File: src/rtl/jt51_wrqueue.sv
// jt51_wrqueue: host-side FIFO of register/data pairs for the jt51 write bus.
// Each pair is replayed as an address strobe then a data strobe, paced by cen_p1 and busy_in.
module jt51_wrqueue #(
  parameter int AW    = 4,
  parameter int GUARD = 2
) (
  input  logic          clk,
  input  logic          rst,
  input  logic          cen_p1,
  input  logic          host_valid,
  output logic          host_ready,
  input  logic [7:0]    host_addr,
  input  logic [7:0]    host_data,
  input  logic          flush,
  output logic [AW:0]   level,
  output logic          empty,
  input  logic          busy_in,
  output logic          cs_n,
  output logic          wr_n,
  output logic          a0,
  output logic [7:0]    dout
);
  localparam int DEPTH = 1 << AW;
  localparam int CW = (GUARD > 1) ? $clog2(GUARD) : 1;
  localparam logic [CW-1:0] HLAST = (GUARD > 0) ? CW'(GUARD - 1) : '0;

  typedef enum logic [1:0] {IDLE, WR_ADDR, WR_DATA, HOLDOFF} state_t;

  state_t        r_state, w_state_next;
  logic [CW-1:0] r_hcnt, w_hcnt_next;

  logic [7:0]    r_mem_addr [DEPTH];
  logic [7:0]    r_mem_data [DEPTH];
  logic [AW-1:0] r_wptr, r_rptr;
  logic [AW:0]   r_level;
  logic [7:0]    r_head_addr, r_head_data;
  logic          r_head_valid;

  logic          r_cs_n, r_wr_n, r_a0;
  logic [7:0]    r_dout;
  logic          w_cs_n_next, w_a0_next;
  logic [7:0]    w_dout_next;

  logic          w_push, w_pop, w_inprog;

  assign host_ready = !rst && !flush && (r_level < (AW+1)'(DEPTH));
  assign level      = r_level;
  assign empty      = (r_level == '0);
  assign w_push     = host_valid && host_ready;
  assign w_pop      = (r_state == WR_DATA) && cen_p1;
  assign w_inprog   = (r_state == WR_ADDR) || (r_state == WR_DATA);

  assign cs_n = r_cs_n;
  assign wr_n = r_wr_n;
  assign a0   = r_a0;
  assign dout = r_dout;

  // Storage with a registered head read; the head is one cycle behind the pointers.
  always_ff @(posedge clk) begin
    if (w_push) begin
      r_mem_addr[r_wptr] <= host_addr;
      r_mem_data[r_wptr] <= host_data;
    end
    r_head_addr <= r_mem_addr[r_rptr];
    r_head_data <= r_mem_data[r_rptr];
  end

  // Flush keeps only the pair currently on the bus, which still pops normally.
  always_ff @(posedge clk) begin
    if (rst) begin
      r_wptr       <= '0;
      r_rptr       <= '0;
      r_level      <= '0;
      r_head_valid <= 1'b0;
    end else begin
      r_rptr       <= r_rptr + AW'(w_pop);
      r_head_valid <= !flush && (r_level != '0);
      if (flush) begin
        r_wptr  <= r_rptr + AW'(w_inprog);
        r_level <= (AW+1)'(w_inprog) - (AW+1)'(w_pop);
      end else begin
        r_wptr  <= r_wptr + AW'(w_push);
        r_level <= r_level + (AW+1)'(w_push) - (AW+1)'(w_pop);
      end
    end
  end

  always_ff @(posedge clk) begin
    if (rst) begin
      r_state <= IDLE;
      r_hcnt  <= '0;
      r_cs_n  <= 1'b1;
      r_wr_n  <= 1'b1;
      r_a0    <= 1'b0;
      r_dout  <= 8'h00;
    end else begin
      r_state <= w_state_next;
      r_hcnt  <= w_hcnt_next;
      r_cs_n  <= w_cs_n_next;
      r_wr_n  <= w_cs_n_next;
      r_a0    <= w_a0_next;
      r_dout  <= w_dout_next;
    end
  end

  always_comb begin
    w_state_next = r_state;
    w_hcnt_next  = r_hcnt;
    case (r_state)
      IDLE:    if (r_head_valid && !empty && !busy_in) w_state_next = WR_ADDR;
      WR_ADDR: if (cen_p1) w_state_next = WR_DATA;
      WR_DATA: if (cen_p1) w_state_next = HOLDOFF;
      HOLDOFF: begin
        if (GUARD == 0) begin
          w_state_next = IDLE;
        end else if (cen_p1) begin
          if (r_hcnt == HLAST) begin
            w_state_next = IDLE;
            w_hcnt_next  = '0;
          end else begin
            w_hcnt_next = r_hcnt + CW'(1);
          end
        end
      end
      default: w_state_next = IDLE;
    endcase
  end

  // Bus values follow the next state so strobes line up with the state they belong to.
  always_comb begin
    w_cs_n_next = 1'b1;
    w_a0_next   = r_a0;
    w_dout_next = r_dout;
    case (w_state_next)
      WR_ADDR: begin
        w_cs_n_next = 1'b0;
        w_a0_next   = 1'b0;
        w_dout_next = r_head_addr;
      end
      WR_DATA: begin
        w_cs_n_next = 1'b0;
        w_a0_next   = 1'b1;
        w_dout_next = r_head_data;
      end
      default: ;
    endcase
  end
endmodule

File: config.mk
export PLATFORM = sky130hd
export DESIGN_NAME = jt51_wrqueue
export DESIGN_NICKNAME = d
export VERILOG_FILES = /design/src/rtl/jt51_wrqueue.sv
export SDC_FILE = /design/constraint.sdc
export NUM_CORES = 1
export LEC_CHECK = 0
export BUFFER_PORTS_ARGS = -buffer_cell sky130_fd_sc_hd__buf_4
export CAP_MARGIN = 20
export CORE_MARGIN = 2
export CORE_UTILIZATION = 50
export CTS_BUF_LIST = sky130_fd_sc_hd__clkbuf_16
export DETAILED_ROUTE_END_ITERATION = 6
export GPL_ROUTABILITY_DRIVEN = 0
export GPL_TIMING_DRIVEN = 1
export PLACE_DENSITY = 0.73
export SYNTH_ARGS = -nofsm -noshare
export SYNTH_HDL_FRONTEND = slang
export SYNTH_SLANG_ARGS = --single-unit
File: constraint.sdc
create_clock -name clk -period 3.2 [get_ports clk]
set_input_delay 0 -clock clk [delete_from_list [all_inputs] [get_ports clk]]
set_output_delay 0 -clock clk [all_outputs]
set_load 0.02 [all_outputs]
==> summary.txt <==
Synth
  • Yosys cell types: 46
  • Avg Inst Size Synth: 17.8 um2
  • Largest family of logic cells by synthesized area: multiplexers
  • Yosys warnings: 0
  • Share of flip-flops with an asynchronous set or reset: 0%
  • Mux contribution to synthesized area: 12.4%
  • Synth Flop Type: edfxtp_1
  • Post-Synth XOR/XNOR Area: 0.731%
  • Syn nets: 711
  • Post-synthesis sequential area ratio: 71.4%
  • Mapped Cells: 672
  • Post-synthesis simple-gate area fraction: 3.74%
  • Synth cell count leaders: edfxtp_1 (256), mux2i_1 (76), dfxtp_1 (43)
  • Dominant cells by area after synthesis: edfxtp_1 (64%), dfxtp_1 (7.2%), mux2i_1 (6.4%), mux4_2 (6.0%), a221oi_2 (3.5%)
  • Post-Syn Area: 0.0120 mm2
  • Synth Register Bits: 299
  • Cell with the most instances after synthesis: edfxtp_1
  • Area fraction of the dominant cell type after synthesis: 64.2%
  • Post-synthesis compound-gate area fraction: 7.02%
  • Post-synth EDFFs: 256
  • Adder-Cell Fraction of Synth Area: 1.84%
  • Biggest area consumer among synthesized cells: edfxtp_1

Floorplan
  • Core footprint: 0.0235 mm2
  • FP Rows: 56
  • Chip Height: 159 um
  • Horiz. Die Dim: 159 um
  • Total I/O pin count: 40
  • Initial Utilization: 51.0%
  • Die area: 0.0252 mm2

Setup path
  • R2R depth: 7
  • Critical path type: reg2reg
  • Req. time, crit path: 3.68 ns
  • Crit path from: r_rptr[0]
  • Worst R2R Start: r_rptr[0]
  • Reg2reg end: r_wptr[3]
  • CP Capture Point: r_wptr[3]
  • CP max FO: 34
  • Setup slack, reg-to-reg: 0.59 ns
  • CP Capture Type: register
  • CP arrival: 3.08 ns
  • Startpoint class of the critical path: register

Clock network
  • Resized cells post-CTS: 0
  • Max clock buf depth: 3
  • # H-tree levels: 1
  • Num CTS Buffers: 28
  • Clk root buf: clkbuf_16
  • Post-CTS Setup Bufs: 0
  • Hold buffers post-CTS: 21
  • Clock Sinks: 299
  • CTS tree: done
  • Clock Latency Late Sink: 0.54 ns
  • Clock transition at path regs: 0.06 ns

STA
  • Post-layout min period: 2.61 ns
  • RSZ-0062 raised after global routing: no
  • Skew final: 0.00804 ns
  • Slew margin rel.: 50.0%
  • Setup TNS: 0 ns
  • Period utilization: 81.4%
  • Least-Margin Pin Slew: 0.747 ns
  • Fin. max-slew vios: 0
  • Peak Freq: 0.384 GHz
  • Hold Violations, Final: 0
  • Setup Viol. Count Final: 0
  • Setup slack after layout: 0.594 ns
  • Final hold slack: 0.0717 ns

Power
  • Leak: 4.66 nW
  • Worst-case vdd ir drop: 0.367 mV
  • Tot Pwr: 9.37 mW
  • Logic gate share of total power: 18.4%
  • PD cells: 678 mW/mm2
  • Int Pwr: 6.95 mW
  • Sw Share: 25.8%
  • Sequential Power Share: 48.2%
  • Clock share of power: 33.4%
  • Sw Pwr: 2.42 mW

Final layout
  • Nets@finish: 798
  • Area grow syn2layout: 15.4%
  • # diodes: 0
  • Share of cells above drive strength 1: 23.8%
  • Final Cell Area: 0.0138 mm2

Run
  • Max-cap violation count: 0

Global route
  • Total grt overflow: 0
  • Pin count of the biggest net entering global routing: 36
  • First-pass GRT wire length: 38.0 mm
  • Initial antenna violation count: 0
  • Tot GR Track Use: 19.8%
  • Vias in the first global route: 6419

Route
  • Drt drc: 0
  • Via count: 6327
  • First drt pass iteration count: 5
  • Routed WL: 25.0 mm
  • Antenna-violating nets left: 0
  • Via density: 5.75
  • DRT iter0 DRCs: 578
  • Routed wire per std cell: 22.7 um

Placed design
  • Dpl cell area: 0.0127 mm2
  • IO buf count: 39
  • DP HPWL: 15.1 mm
  • Worst slack, placed: 0.805 ns

Status
  • Status: completed

Min path
  • HP Class: in2reg
-- cell families after synthesis --
| logic type | Yosys count |
|---|---|
| simple gates | 95 |
| xor+xnor | 10 |
| compound gates | 93 |
| fa+ha+maj | 17 |
| flops | 299 |
| buf+inv | 50 |
| mux | 108 |
-- layout by cell type (no fill, tap or decap), drive strengths merged, types with 2 or more instances in the layout --
cell type    instances
nor3                 6
nand3b               2
a211oi               4
a22oi               17
mux2i               76
dfxtp               43
o22ai                2
and3                 2
edfxtp             256
nand3                3
bufinv               2
a221oi              32
nor2b                5
clkinvlp             2
dlygate4sd3         21
or2                  3
nand2               24
xnor2                6
nand2b               4
clkbuf              29
nor2                42
inv                 19
clkinv              12
a21oi               12
o21ai               19
a21o                 3
mux4                32
xor2                 4
ha                  16
buf                 74
-- cell type report --
cell class,count,area (um2)
Inverter,12,45.0
Clock inverter,23,151
Sequential cell,299,8550
Fill cell,1693,9650
Timing Repair Buffer,95,841
Multi-Input combinational cell,323,3100
Clock buffer,29,726
Tap cell,319,399
-- state kept, by name (all words and copies together), names as in the netlist, 2 cells and up --
| signal | cells |
|---|---|
| r_mem_addr | 128 |
| dout | 8 |
| r_state | 2 |
| r_wptr | 4 |
| level | 5 |
| r_head_addr | 8 |
| r_mem_data | 128 |
| r_rptr | 4 |
| r_head_data | 8 |
-- worst min path at each step --
stage,slack (ns),endpoint,cells after the start,from
2_1_floorplan,0.06,host_ready,1,flush
3_3_place_gp,0.28,r_mem_data[10][5],1,host_data[5]
3_5_place_dp,0.30,r_mem_data[11][5],1,host_data[5]
4_1_cts,0.04,r_state[0],5,busy_in
5_1_grt,0.08,r_state[0],5,busy_in
6_report,0.07,r_state[0],5,busy_in
-- stage by stage --
step / instances / util, %
after global routing: 1100 / 58.9
after detailed placement: 1027 / 54.2
final: 1100 / 58.9
after floorplan: 672 / -
after global placement: 1027 / 54.2
after CTS: 1100 / 58.9
-- worst max-delay path, cell delays in order (launching register included) --
cell and delay, ns:
dfxtp_4 0.69, buf_12 0.33, buf_4 0.21, ha_1 0.19, nand2_1 0.08, xnor2_1 0.17
a211oi_2 0.24, dlygate4sd3_1 0.57
-- layer usage --
metal	wire (um)	up-vias	global-route usage, %	share of wire, %
met5	0	-	0	0
met4	832	0	7.26	3.3
met2	12200	225	33.1	49
met3	1620	71	3.76	6.5
li1	-	2831	-	-
met1	10300	3200	26.1	41
-- power groups by stage --
stage               sequential, mW  combinational [mW]  clock (mW)
floorplan                     4.58                1.32           0
global placement              4.59                1.62           0
detailed placement            4.60                1.69           0
CTS                           4.52                1.73        3.18
global route                  4.54                1.90        3.33
finish                        4.52                1.72        3.13
(Power assumes the default switching activity.)
